$ cat src/rtl/rv32_pkg.sv
// Shared RV32I constants for the instruction encoder/writer: format codes,
// opcodes, the canonical NOP and the writer state encoding.
package rv32_pkg;

  localparam logic [2:0] FMT_R = 3'd0;
  localparam logic [2:0] FMT_I = 3'd1;
  localparam logic [2:0] FMT_S = 3'd2;
  localparam logic [2:0] FMT_B = 3'd3;
  localparam logic [2:0] FMT_U = 3'd4;
  localparam logic [2:0] FMT_J = 3'd5;

  localparam logic [6:0] OP_REG    = 7'b0110011;
  localparam logic [6:0] OP_IMM    = 7'b0010011;
  localparam logic [6:0] OP_STORE  = 7'b0100011;
  localparam logic [6:0] OP_BRANCH = 7'b1100011;
  localparam logic [6:0] OP_LUI    = 7'b0110111;
  localparam logic [6:0] OP_JAL    = 7'b1101111;

  localparam logic [31:0] NOP = 32'h0000_0013;

  localparam logic [2:0] ST_IDLE  = 3'd0;
  localparam logic [2:0] ST_RUN   = 3'd1;
  localparam logic [2:0] ST_DRAIN = 3'd2;
  localparam logic [2:0] ST_DONE  = 3'd3;
  localparam logic [2:0] ST_ERR   = 3'd4;

  // Bit 30 carries the SUB/SRA/SRAI selector; every other funct7 bit is zero.
  function automatic logic [6:0] makeFunct7(input logic subSra);
    makeFunct7 = {1'b0, subSra, 5'b0};
  endfunction

endpackage

$ cat src/rtl/insn_encoder_writer_sync_fifo.sv
// Single-clock FIFO with registered full/empty flags and synchronous reset.
// Pushes into a full FIFO and pops from an empty one are ignored.
module sync_fifo #(
  parameter int WIDTH = 32,
  parameter int DEPTH = 4
) (
  input  logic             clk_i,
  input  logic             rst_i,
  input  logic             push_i,
  input  logic             pop_i,
  input  logic [WIDTH-1:0] wdata_i,
  output logic [WIDTH-1:0] rdata_o,
  output logic             full_o,
  output logic             empty_o
);

  localparam int AW = (DEPTH > 1) ? $clog2(DEPTH) : 1;
  localparam logic [AW:0] DEPTH_CNT = (AW + 1)'(DEPTH);

  logic [WIDTH-1:0] mem_q [DEPTH];
  logic [AW-1:0]    wrPtr_q, wrPtr_d;
  logic [AW-1:0]    rdPtr_q, rdPtr_d;
  logic [AW:0]      cnt_q, cnt_d;
  logic             full_q, full_d;
  logic             empty_q, empty_d;
  logic             doPush, doPop;

  assign doPush = push_i && !full_q;
  assign doPop  = pop_i && !empty_q;

  always_comb begin
    wrPtr_d = wrPtr_q;
    rdPtr_d = rdPtr_q;
    cnt_d   = cnt_q;
    if (doPush) wrPtr_d = wrPtr_q + 1'b1;
    if (doPop)  rdPtr_d = rdPtr_q + 1'b1;
    if (doPush && !doPop)      cnt_d = cnt_q + 1'b1;
    else if (doPop && !doPush) cnt_d = cnt_q - 1'b1;
    full_d  = (cnt_d == DEPTH_CNT);
    empty_d = (cnt_d == '0);
  end

  always_ff @(posedge clk_i) begin
    if (rst_i) begin
      wrPtr_q <= '0;
      rdPtr_q <= '0;
      cnt_q   <= '0;
      full_q  <= 1'b0;
      empty_q <= 1'b1;
    end else begin
      wrPtr_q <= wrPtr_d;
      rdPtr_q <= rdPtr_d;
      cnt_q   <= cnt_d;
      full_q  <= full_d;
      empty_q <= empty_d;
    end
  end

  // Storage needs no reset: the pointers and flags decide what is valid.
  always_ff @(posedge clk_i) begin
    if (doPush) mem_q[wrPtr_q] <= wdata_i;
  end

  assign rdata_o = mem_q[rdPtr_q];
  assign full_o  = full_q;
  assign empty_o = empty_q;

endmodule

$ cat src/rtl/insn_encoder_writer.sv
// Packs decoded RV32I fields into instruction words, buffers them and writes
// them sequentially into instruction memory starting at BASE_ADDR.
module insn_encoder_writer
  import rv32_pkg::*;
#(
  parameter int                ADDR_W     = 8,
  parameter int                FIFO_DEPTH = 4,
  parameter logic [ADDR_W-1:0] BASE_ADDR  = '0
) (
  input  logic              CLK,
  input  logic              RST,
  input  logic              in_valid,
  output logic              in_ready,
  input  logic [2:0]        fmt,
  input  logic [6:0]        opcode,
  input  logic [4:0]        rd,
  input  logic [4:0]        rsa,
  input  logic [4:0]        rsb,
  input  logic [2:0]        func3,
  input  logic              sub_sra,
  input  logic [31:0]       imm,
  input  logic              flush,
  input  logic              mem_stall,
  output logic              mem_we,
  output logic [ADDR_W-1:0] mem_addr,
  output logic [31:0]       mem_wdata,
  output logic              busy,
  output logic              done,
  output logic              bad_fmt,
  output logic              ovf
);

  // Shift-immediates reuse the funct7 slot and keep only a 5-bit shamt.
  function automatic logic [31:0] encodeInsn(
    input logic [2:0]  f,
    input logic [6:0]  op,
    input logic [4:0]  rdIdx,
    input logic [4:0]  rsaIdx,
    input logic [4:0]  rsbIdx,
    input logic [2:0]  f3,
    input logic        subSra,
    input logic [31:0] immVal
  );
    logic [6:0]  f7;
    logic [31:0] word;
    f7 = makeFunct7(subSra);
    case (f)
      FMT_R: word = {f7, rsbIdx, rsaIdx, f3, rdIdx, op};
      FMT_I: begin
        if (op == OP_IMM && (f3 == 3'b001 || f3 == 3'b101))
          word = {f7, immVal[4:0], rsaIdx, f3, rdIdx, op};
        else
          word = {immVal[11:0], rsaIdx, f3, rdIdx, op};
      end
      FMT_S: word = {immVal[11:5], rsbIdx, rsaIdx, f3, immVal[4:0], op};
      FMT_B: word = {immVal[12], immVal[10:5], rsbIdx, rsaIdx, f3,
                     immVal[4:1], immVal[11], op};
      FMT_U: word = {immVal[31:12], rdIdx, op};
      FMT_J: word = {immVal[20], immVal[10:1], immVal[11], immVal[19:12],
                     rdIdx, op};
      default: word = NOP;
    endcase
    encodeInsn = word;
  endfunction

  logic [2:0]        state_q, state_d;
  logic [ADDR_W-1:0] addr_q, addr_d;
  logic              ovf_q, ovf_d;
  logic              badFmt_q;

  logic              fifoFull, fifoEmpty;
  logic [31:0]       fifoHead, encWord;
  logic              accept, illegalFmt, writeNow, writeAtMax;

  assign encWord    = encodeInsn(fmt, opcode, rd, rsa, rsb, func3, sub_sra, imm);
  assign illegalFmt = (fmt > FMT_J);
  assign in_ready   = !fifoFull && (state_q == ST_IDLE || state_q == ST_RUN)
                      && !ovf_q && !flush;
  assign accept     = in_valid && in_ready;
  assign writeNow   = !fifoEmpty && !mem_stall && !ovf_q;
  assign writeAtMax = writeNow && (addr_q == {ADDR_W{1'b1}});

  sync_fifo #(
    .WIDTH (32),
    .DEPTH (FIFO_DEPTH)
  ) uFifo (
    .clk_i   (CLK),
    .rst_i   (RST),
    .push_i  (accept),
    .pop_i   (writeNow),
    .wdata_i (encWord),
    .rdata_o (fifoHead),
    .full_o  (fifoFull),
    .empty_o (fifoEmpty)
  );

  // A write landing on the last address overrides every other transition.
  always_comb begin
    state_d = state_q;
    addr_d  = addr_q;
    ovf_d   = ovf_q;
    if (writeNow) addr_d = addr_q + 1'b1;
    case (state_q)
      ST_IDLE: begin
        if (flush && fifoEmpty) state_d = ST_DONE;
        else if (accept)        state_d = ST_RUN;
      end
      ST_RUN:   if (flush) state_d = ST_DRAIN;
      ST_DRAIN: if (fifoEmpty) state_d = ST_DONE;
      ST_DONE: begin
        state_d = ST_IDLE;
        addr_d  = BASE_ADDR;
      end
      ST_ERR:  state_d = ST_ERR;
      default: state_d = ST_IDLE;
    endcase
    if (writeAtMax) begin
      state_d = ST_ERR;
      ovf_d   = 1'b1;
    end
  end

  always_ff @(posedge CLK) begin
    if (RST) begin
      state_q  <= ST_IDLE;
      addr_q   <= BASE_ADDR;
      ovf_q    <= 1'b0;
      badFmt_q <= 1'b0;
    end else begin
      state_q  <= state_d;
      addr_q   <= addr_d;
      ovf_q    <= ovf_d;
      badFmt_q <= accept && illegalFmt;
    end
  end

  assign mem_we    = writeNow;
  assign mem_addr  = addr_q;
  assign mem_wdata = fifoEmpty ? 32'h0 : fifoHead;
  assign busy      = (state_q == ST_RUN) || (state_q == ST_DRAIN);
  assign done      = (state_q == ST_DONE);
  assign bad_fmt   = badFmt_q;
  assign ovf       = ovf_q;

endmodule

$ cat config.mk
export PLATFORM = sky130hd
export DESIGN_NAME = insn_encoder_writer
export DESIGN_NICKNAME = d
export VERILOG_FILES = /design/src/rtl/rv32_pkg.sv /design/src/rtl/insn_encoder_writer_sync_fifo.sv /design/src/rtl/insn_encoder_writer.sv
export SDC_FILE = /design/constraint.sdc
export NUM_CORES = 1
export LEC_CHECK = 0
export BUFFER_PORTS_ARGS = -buffer_cell sky130_fd_sc_hd__buf_2
export CAP_MARGIN = 30
export CORE_AREA = 2 2 118 235
export DETAILED_ROUTE_END_ITERATION = 10
export DIE_AREA = 0 0 120 237
export PLACE_DENSITY_LB_ADDON = 0.1
export SLEW_MARGIN = 10
export SYNTH_ARGS = -nofsm -noshare
export SYNTH_HDL_FRONTEND = slang
export SYNTH_SLANG_ARGS = --single-unit
$ cat constraint.sdc
create_clock -name CLK -period 3 [get_ports CLK]
set_input_delay 0.6 -clock CLK [delete_from_list [all_inputs] [get_ports CLK]]
set_output_delay 0.6 -clock CLK [all_outputs]
set_load 0.01 [all_outputs]
* Word level (Yosys, flattened, before mapping)
Memories as Yosys holds them, arrays and structs flattened. A register that Yosys moved wholly into a read port is not among the register bits.
Cells that the tools add are included.
Widths: inputs -> output; s select.
** Word-level totals
- Bits in registers :: 22
- Bits in latches :: 0
- Bits in writable memories :: 128
- Memory bits (read-only) :: 0
- Output and inout port bits :: 46
- Memories kept :: 1
** Operators by class
- $add $sub $neg :: 5
- Multipliers :: 0
- Div/mod/pow operators :: 0
- Order comparisons :: 1
- Equal/unequal tests :: 20
- Shift operators :: 0
- Mux-type cells :: 15
- Bitwise gates (word level) :: 0
- Reductions and logical operators :: 31
** Memories
- uFifo.mem_q :: depth 4, width 32, rd ports 1, clocked after Yosys merged registers in 1, write ports 1, RTL line insn_encoder_writer_sync_fifo.sv:20 : logic [WIDTH-1:0] mem_q [DEPTH];
** Operators by type and width (count)
- $pmux 32 s6 :: 1
- $mux 32 :: 2
- $mux 3 :: 7
- $eq 3x3->1 const B :: 5
- $logic_and 1x1->1 :: 14
- $eq 3x2->1 const B :: 4
- $pmux 3 s4 :: 1
- $eq 3x1->1 const B :: 3
- $logic_not 3->1 :: 3
- $add 8x1->8 const B :: 1
- $eq 8x8->1 const B :: 1
- $eq 7x5->1 const B :: 1
- $logic_not 1->1 :: 7
- $ne 3x2->1 const B :: 2
- $reduce_and 3->1 :: 2
- $add 2x1->2 const B :: 2
- $mux 2 :: 2
- $ne 4x3->1 const B :: 1
- $reduce_or 2->1 :: 2
- $add 3x1->3 const B :: 1
- $gt 3x3->1 const B :: 1
- $logic_or 1x1->1 :: 3
- $ne 3x3->1 const B :: 1
- $sub 3x1->3 const B :: 1
- 3 further kinds :: 4

* Depth between registers and ports, before layout
Gate-level depths: netlist of the first run.
- Depth in word-level cells :: 12
- Depth in mapped cells :: 6

* Cells and area by module
A second synthesis of the first run with hierarchy kept.
** Second synthesis, totals
- Cells, all modules :: 440
- Area total of the unflattened synthesis :: 6690.2 µm²
** Modules (own cells, without submodules)
- sync_fifo :: times used 1, cells an instance 237, area each 5263.8 µm², seq. area each 4063.9 µm²
- insn_encoder_writer :: times used 1, cells an instance 203, area each 1426.4 µm², seq. area each 260.2 µm²

* Worst setup path after synthesis of the first run
OpenSTA, ideal clock, no wires.
- Path type :: input-to-reg
- Start point :: input in_valid
- End point :: memory uFifo.mem_q[0][0], enable pin
- Arrival time :: 1.989 ns
- Required time :: 2.608 ns
- Setup slack :: 0.619 ns
- Stages :: 2
- Path buffers :: 0
- Cell sequence :: nor4b_2 -> and3_1
** Between the ends
- Longest elaborated chain between the ends :: 4
** RTL lines
- from (decl) :: RTL line insn_encoder_writer.sv:12 : input logic in_valid,
- $logic_and 1x1->1 :: RTL line insn_encoder_writer.sv:79 : assign accept = in_valid && in_ready;
- $logic_and 1x1->1 :: RTL line insn_encoder_writer_sync_fifo.sv:28 : assign doPush = push_i && !full_q;
- $mux 1 :: RTL line insn_encoder_writer_sync_fifo.sv:61 : if (doPush) mem_q[wrPtr_q] <= wdata_i;
- $mux 1 (implied by the code) :: RTL line insn_encoder_writer_sync_fifo.sv:61
- to (decl) :: RTL line insn_encoder_writer_sync_fifo.sv:20
No other way between the ends.

==> results of run 1 <==
where the power goes:
group	total, mW	leakage (nW)	switching [mW]	internal [mW]
clock	2.05	0.253	0.848	1.21
sequential	2.52	1.37	0.104	2.42
combinational	1.15	1.31	0.608	0.537
path summary, 6_finish.rpt:
path / startpoint / to / slack (ns) / depth (start not counted)
setup reg to reg: ovf / uFifo.empty_o / 0.95 / 4
setup / recovery: flop / mem_wdata[11] / 0.46 / 4
hold / removal: uFifo.wrPtr_q[1] / uFifo.wrPtr_q[1] / 0.50 / 2
hold reg to reg: uFifo.wrPtr_q[1] / uFifo.wrPtr_q[1] / 0.50 / 2
metal layers:
metal  wire (um)  GRT usage, %
met2        8080          19.6
met3         883          4.00
met4         233          4.17
met1        7430          15.6
met5          13             0
cells in the mapped netlist (2+ instances only):
| master | n | area (um^2) |
|---|---|---|
| mux2_2 | 2 | 22.5 |
| nand3_1 | 3 | 15.0 |
| a31oi_1 | 3 | 18.8 |
| a22o_1 | 8 | 70.1 |
| nor3_1 | 4 | 20.0 |
| nand2_1 | 25 | 93.8 |
| nand4_1 | 6 | 37.5 |
| nand2b_1 | 4 | 25.0 |
| clkbuf_1 | 19 | 71.3 |
| and3_1 | 5 | 31.3 |
| a211oi_1 | 3 | 22.5 |
| or3_1 | 2 | 12.5 |
| nor4b_1 | 2 | 17.5 |
| mux2i_1 | 8 | 80.1 |
| dfxtp_1 | 24 | 480 |
| or2_2 | 2 | 12.5 |
| a22oi_1 | 5 | 37.5 |
| a21oi_1 | 6 | 30.0 |
| buf_2 | 5 | 25.0 |
| mux4_2 | 32 | 721 |
| o31ai_1 | 2 | 15.0 |
| inv_1 | 20 | 75.1 |
| o21ai_0 | 12 | 60.1 |
| ha_1 | 7 | 87.6 |
| nor2_1 | 27 | 101 |
| edfxtp_1 | 128 | 3840 |
| o32ai_1 | 5 | 43.8 |
| nor2b_1 | 36 | 225 |
| and3b_1 | 2 | 17.5 |
| o211ai_1 | 2 | 15.0 |
| xor2_1 | 4 | 35.0 |
| and2_1 | 4 | 25.0 |
| xnor2_1 | 9 | 78.8 |
sequential cells by signal, indices dropped and copies added, names as in the netlist, named ones only:
name / flops
uFifo.cnt_q: 3
uFifo.rdPtr_q: 2
uFifo.full_o: 1
state_q: 3
uFifo.wrPtr_q: 2
uFifo.empty_o: 1
bad_fmt: 1
uFifo.mem_q: 128
mem_addr: 8
ovf: 1
kinds of logic after synthesis:
family,count (synthesis),synth area share (%)
compound gates,51,5.39
fa+ha+maj,7,1.33
simple gates,129,10.7
buf+inv,46,2.83
flops,152,65.5
mux,42,12.5
xor+xnor,13,1.73
layout make-up:
cell class                      count  area share (%)
Clock buffer                       17            5.17
Clock inverter                     14            1.63
Inverter                           20           0.913
Multi-Input combinational cell    242            25.4
Sequential cell                   152            52.6
Tap cell                          348            5.29
Timing Repair Buffer              125            8.94
worst register-to-register path: cells and delay by family (launching register included):
kind / cells / cell delay, ns
AO/OA/AOI/OAI: 1 / 0.15
AND/OR/NAND/NOR: 3 / 1.42
flip-flops: 1 / 0.38
==> reports/metrics.csv, run 1 <==
stage,metric,value,unit
pwr,Peak VDD IR,0.382,mV
global_route,initial antenna violation count,1,
routing,DR WL/cell,18.1,um
placement,placer congestion estimate,0.716,
synth,Synth Register Bits,152,
placement,dpl cells,887,
floorplanning,DIE AREA,28400,um^2
timing,Final Max Slew Viols,0,
timing,final worst slack,0.455,ns
timing,Least-Margin Pin Slew,0.613,ns
synth,Post-synth EDFFs,128,
placement,Setup WS pre-CTS,0.618,ns
critical_path,CP Data Required Time,2.40,ns
timing,setup repair after global routing missed its margin,false,
timing,"Min Clock Period, post-route",2.54,ns
clock_tree,CTS Buffer Depth,2,
pwr,power per cell area,695,nW/um^2
clock_tree,total CTS buffers,17,
critical_path,max incr delay on CP,0.54,ns
final_layout,"leading cell type in the layout, fill and taps excluded",edfxtp_1,
synth,library cells used by synthesis,47,
critical_path,slowest CP cell,mux4_2,
timing,relative slew slack,59.0,%
clock_tree,clock sinks,152,
clock_tree,post-CTS sizing,0,
final_layout,Final Net Count,631,
timing,Max Freq,0.393,GHz
placement,post-detail-place hpwl,10900,um
floorplanning,DIE WIDTH,120,um
synth,ys async rst share,0,%
floorplanning,DIE HEIGHT,237,um
routing,drt total wl,16600,um
timing,total negative slack,0,ns
timing,Setup Skew,0.00567,ns
global_route,total gr overflow,0,
critical_path,Startpoint Class,flop,
synth,Synth Net Count,513,
clock_tree,Root Buffer,clkbuf_16,
synth,Avg Inst Size Synth,15.0,um^2
final_layout,diodes inserted,0,
critical_path,CP arrival,1.94,ns
synth,"Seq/Total Area, Yosys",65.5,%
timing,# setup viols final,0,
critical_path,crit-path cells,buf_12 -> mux4_2 -> nor2b_1 -> buf_2,
timing,Final period util,84.8,%
final_layout,"commonest non-fill, non-tap cells in the layout","128 x edfxtp_1, 111 x buf_2, 36 x nor2b_1",
global_route,gr usage total,12.3,%
synth,Ys Warns,0,
floorplanning,Starting Density,24.7,%
final_layout,Final Cell Area,8230,um^2
global_route,vias in the first global route,4258,
floorplanning,Row Count,85,
critical_path,"critical path fanouts, max",32,
final_layout,P&R area growth vs syn,24.7,%
floorplanning,IO Pins,112,
final_layout,register area,4330,um^2
final_layout,Layout Cells excl Fill,918,
routing,DRC,0,
placement,Area after DPL,7670,um^2
routing,vias,3997,
final_layout,layout cell share with drive strength beyond 1,34.7,%
run_status,outcome,"complete, no violations",
routing,First-pass DRT Iterations,4,
clock_tree,Hold Buf Count CTS,0,
final_layout,fill count,2675,
synth,Syn Std Cell Area,6600,um^2
global_route,pin count of the biggest net entering global routing,33,
routing,Iteration-0 DRC Markers,171,
placement,number of port buffers,111,
routing,Via density,4.35,
final_layout,fin util,30.8,%
worst_hold_path,hold crit path type,flop to flop,
critical_path,crit end category,primary output,
critical_path,crit-path leading delay family,multiplexers,
pwr,Pwr Total,5.72,mW
clock_tree,register clock-pin slew on the reported worst setup and hold paths,0.06,ns
clock_tree,H-tree depth,4,
global_route,first-pass GRT wire length,25600,um
clock_tree,postcts setup bufs,0,
synth,Synth Flop Type,edfxtp_1,
timing,Hold Slack,0.499,ns
routing,number of routed nets with antenna violations,0,
final_layout,multi-input logic area,2090,um^2
flow_run,max_cap viols,0,
critical_path,kind of critical path,flop to primary output,
clock_tree,worst skew pair latency,0.43,ns
critical_path,crit path buf inv count,2,
timing,Final Hold Vio Count,0,
pwr,Leakage,2.93,nW
floorplanning,Core ar.,26700,um^2
synth,post-synthesis cell count,440,
clock_tree,CTS tree,done,
No activity file was read; power rests on OpenSTA's default activity.
==> run 2, diff against run 1 <==
--- a/config.mk
+++ b/config.mk
@@ -5,11 +5,12 @@
 export SDC_FILE = /design/constraint.sdc
 export NUM_CORES = 1
 export LEC_CHECK = 0
+export ABC_AREA = 1
 export BUFFER_PORTS_ARGS = -buffer_cell sky130_fd_sc_hd__buf_2
 export CAP_MARGIN = 30
-export CORE_AREA = 2 2 118 235
+export CORE_AREA = 2 2 119 237
 export DETAILED_ROUTE_END_ITERATION = 10
-export DIE_AREA = 0 0 120 237
+export DIE_AREA = 0 0 121 239
 export PLACE_DENSITY_LB_ADDON = 0.1
 export SLEW_MARGIN = 10
 export SYNTH_ARGS = -nofsm -noshare
==> constraint.sdc (replaced) <==
create_clock -name CLK -period 2.2 [get_ports CLK]
set_input_delay 0.44 -clock CLK [delete_from_list [all_inputs] [get_ports CLK]]
set_output_delay 0.44 -clock CLK [all_outputs]
set_load 0.01 [all_outputs]
==> run 2 against run 1 <==
- final area up 3.8%
- die area up 1.7%
- synthesized area up 1.2%
- clock-buffer cell count up 1
- synthesized cell count up 49%
- sequential cell count unchanged
- largest cell class unchanged
- largest power group unchanged
==> reports/metrics.csv, run 2 <==
stage,metric,value,unit,change
run_status,outcome,"complete, no violations",,unchanged
synth,Post-synth EDFFs,128,,unchanged
final_layout,"Most flops, register",uFifo.mem_q,,unchanged
global_route,total gr overflow,0,,unchanged
synth,Synth Flop Type,edfxtp_1,,unchanged
floorplanning,DIE HEIGHT,239,um,was 237 um
timing,Setup Skew,0.00737,ns,was 0.00567 ns
routing,Metal-1 WL,9000,um,was 7430 um
routing,drt total wl,19600,um,was 16600 um
worst_hold_path,Hold Path Stages,2,,unchanged
clock_tree,Root Buffer,clkbuf_16,,unchanged
critical_path,Startpoint Class,flop,,unchanged
timing,Final Hold Vio Count,0,,unchanged
pwr,clock group share of total power,33.3,%,was 35.9%
clock_tree,total CTS buffers,17,,unchanged
routing,highest routed layer,met4,,was met5
pwr,combinational share of power,25.4,%,was 20.0%
critical_path,"critical path fanouts, max",8,,was 32
timing,Least-Margin Pin Slew,0.629,ns,was 0.613 ns
synth,most common cell in the netlist,nor2_1,,was edfxtp_1
floorplanning,Row Count,86,,was 85
timing,setup repair after global routing missed its margin,true,,was false
critical_path,max incr delay on CP,0.40,ns,was 0.54 ns
critical_path,crit end category,primary output,,unchanged
synth,Synth Net Count,727,,was 513
floorplanning,DIE WIDTH,121,um,was 120 um
timing,relative slew slack,57.6,%,was 59.0%
critical_path,slowest CP cell,dfxtp_4,,was mux4_2
critical_path,CP arrival,1.72,ns,was 1.94 ns
final_layout,"commonest non-fill, non-tap cells in the layout","164 x nor2_1, 128 x edfxtp_1, 111 x buf_2",,"was 128 x edfxtp_1, 111 x buf_2, 36 x nor2b_1"
placement,dpl cells,1105,,was 887
clock_tree,clock sinks,152,,unchanged
clock_tree,worst skew pair latency,0.43,ns,about the same
pwr,Leakage,3.32,nW,was 2.93 nW
routing,Via density,4.32,,was 4.35
synth,most frequent cells after synthesis,"168 x nor2_1, 128 x edfxtp_1, 85 x o21ai_0",,"was 128 x edfxtp_1, 36 x nor2b_1, 32 x mux4_2"
placement,number of port buffers,111,,unchanged
routing,vias,4940,,was 3997
synth,"Seq/Total Area, Yosys",64.7,%,was 65.5%
synth,Ys Warns,0,,unchanged
final_layout,fill count,2825,,was 2675
clock_tree,CTS tree,done,,unchanged
pwr,power per cell area,976,nW/um^2,was 695 nW/um^2
floorplanning,DIE AREA,28900,um^2,was 28400 um^2
clock_tree,register clock-pin slew on the reported worst setup and hold paths,0.06,ns,about the same
timing,"Min Clock Period, post-route",2.16,ns,
routing,metal3 WL,926,um,was 883 um
final_layout,Final Net Count,853,,was 631
synth,ys async rst share,0,%,unchanged
synth,Yosys top cell area share,57.5,%,was 58.2%
synth,Synth Register Bits,152,,unchanged
timing,Hold Slack,0.323,ns,was 0.499 ns
worst_hold_path,hold crit path type,input port to flop,,was flop to flop
routing,DR WL/cell,17.2,um,was 18.1 um
global_route,pin count of the biggest net entering global routing,35,,was 33
routing,Iteration-0 DRC Markers,275,,was 171
pwr,sw power,2.56,mW,was 1.56 mW
synth,post-synthesis cell count,654,,was 440
synth,Avg Inst Size Synth,10.2,um^2,was 15.0 um^2
synth,post-synth top area cell,edfxtp_1,,unchanged
routing,wire length on met2,9410,um,was 8080 um
flow_run,max_cap viols,0,,unchanged
routing,First-pass DRT Iterations,4,,unchanged
final_layout,diodes inserted,0,,unchanged
routing,DRC,0,,unchanged
placement,placer congestion estimate,0.752,,was 0.716
final_layout,layout cell share with drive strength beyond 1,25.8,%,was 34.7%
global_route,vias in the first global route,4869,,was 4258
final_layout,"leading cell type in the layout, fill and taps excluded",nor2_1,,was edfxtp_1
pwr,P_int,5.77,mW,was 4.16 mW
critical_path,CP Data Required Time,1.76,ns,was 2.40 ns
placement,post-detail-place hpwl,12300,um,was 10900 um
clock_tree,H-tree depth,4,,unchanged
pwr,sequential share of power,41.3,%,was 44.1%
timing,# setup viols final,0,,unchanged
synth,top post-synthesis cells by area,"edfxtp_1 58%, nor2_1 9.4%, dfxtp_1 7.2%",,"was edfxtp_1 58%, mux4_2 11%, dfxtp_1 7.3%"
floorplanning,Core ar.,27200,um^2,was 26700 um^2
critical_path,kind of critical path,flop to primary output,,unchanged
global_route,first-pass GRT wire length,28600,um,was 25600 um
timing,Max Freq,0.463,GHz,
pwr,Peak VDD IR,0.535,mV,was 0.382 mV
final_layout,max reg flops,128,,unchanged
final_layout,Layout Cells excl Fill,1143,,was 918
synth,Syn Std Cell Area,6680,um^2,was 6600 um^2
synth,library cells used by synthesis,38,,was 47
global_route,initial antenna violation count,0,,was 1
timing,Final period util,98.1,%,
timing,Final Max Slew Viols,0,,unchanged
pwr,Switching Fraction,30.8,%,was 27.3%
critical_path,crit-path cells,buf_6 -> clkbuf_16 -> nor2_1 -> nor2_1 -> o21ai_0 -> a21oi_1 -> buf_2,,was buf_12 -> mux4_2 -> nor2b_1 -> buf_2
critical_path,most frequent cell on the critical path,nor2_1,,
clock_tree,CTS Buffer Depth,2,,unchanged
routing,number of routed nets with antenna violations,0,,unchanged
final_layout,P&R area growth vs syn,27.9,%,was 24.7%
floorplanning,IO Pins,112,,unchanged
critical_path,Worst Reg-to-Reg Cells,10,,was 4
floorplanning,Starting Density,24.5,%,was 24.7%
global_route,gr usage total,13.5,%,was 12.3%
-- run 2: worst max-delay path: cells and delay by family (launching register included) --
| family | cells | cell delay, ns |
|---|---|---|
| buffers and inverters | 3 | 0.48 |
| DFF | 1 | 0.40 |
| and+or+nand+nor | 2 | 0.12 |
| AOI/OAI and AO/OA | 2 | 0.29 |
-- run 2: power groups by stage --
| stage | logic, mW | registers (mW) | clock network [mW] |
|---|---|---|---|
| floorplan | 1.15 | 3.48 | 0 |
| global placement | 2.00 | 3.50 | 0 |
| detailed placement | 2.00 | 3.50 | 0 |
| CTS | 2.03 | 3.44 | 2.88 |
| global route | 2.38 | 3.46 | 2.98 |
| finish | 2.11 | 3.44 | 2.78 |
-- run 2: cells by family (layout without fill, tap and decap cells) --
logic type               Yosys count  count (layout)  synth area share, %
AO/OA/AOI/OAI                    144             144                 11.5
XOR/XNOR                           1               1                0.131
adder cells (fa/ha/maj)            7               7                 1.31
buffers and inverters             74             211                 4.66
flip-flops                       152             152                 64.7
AND/OR/NAND/NOR                  276             276                 17.6
-- run 2: metal layers --
metal,GRT usage [%],vias up
met1,17.7,2322
met2,21.9,125
li1,-,2479
met4,4.02,0
met5,0,-
met3,3.27,14
-- run 2: worst paths after layout --
path	start	end	slack, ns
setup / recovery	flop	mem_wdata[24]	0.04
hold / removal	RST	uFifo.cnt_q[0]	0.32
setup reg to reg	state_q[2]	uFifo.empty_o	0.52
hold reg to reg	uFifo.rdPtr_q[0]	uFifo.rdPtr_q[0]	0.47
-- run 2: timing repair --
| action | 4_1_cts | 5_1_grt |
|---|---|---|
| hold endpoints to repair | 0 | 0 |
| cloned | 0 | 5 |
| gates resized for setup | 8 | 17 |
| hold buffers | 0 | 0 |
| setup buffers | 0 | 3 |
| endpoints found under the setup margin | 8 | 16 |
| pin swaps | 2 | 9 |
-- run 2: cell type report --
cell class                      count  area (um^2)  area share [%]
Clock buffer                       18          429            5.02
Clock inverter                     12          126            1.48
Inverter                           46          181            2.12
Multi-Input combinational cell    428         2100            24.6
Sequential cell                   152         4330            50.7
Tap cell                          352          440            5.16
Timing Repair Buffer              135          936            11.0
-- run 2: through the flow --
step / power [mW] / area, um^2 / util (%) / setup TNS (ns) / setup WS (ns)
floorplan: 4.63 / 6680 / - / -57.06 / -0.446
global placement: 5.50 / 7820 / 28.7 / 0 / 0.195
detailed placement: 5.50 / 7820 / 28.7 / 0 / 0.179
CTS: 8.35 / 8390 / 30.8 / 0 / 0.0111
global route: 8.82 / 8540 / 31.4 / -0.213 / -0.0356
finish: 8.34 / 8540 / 31.4 / 0 / 0.0416
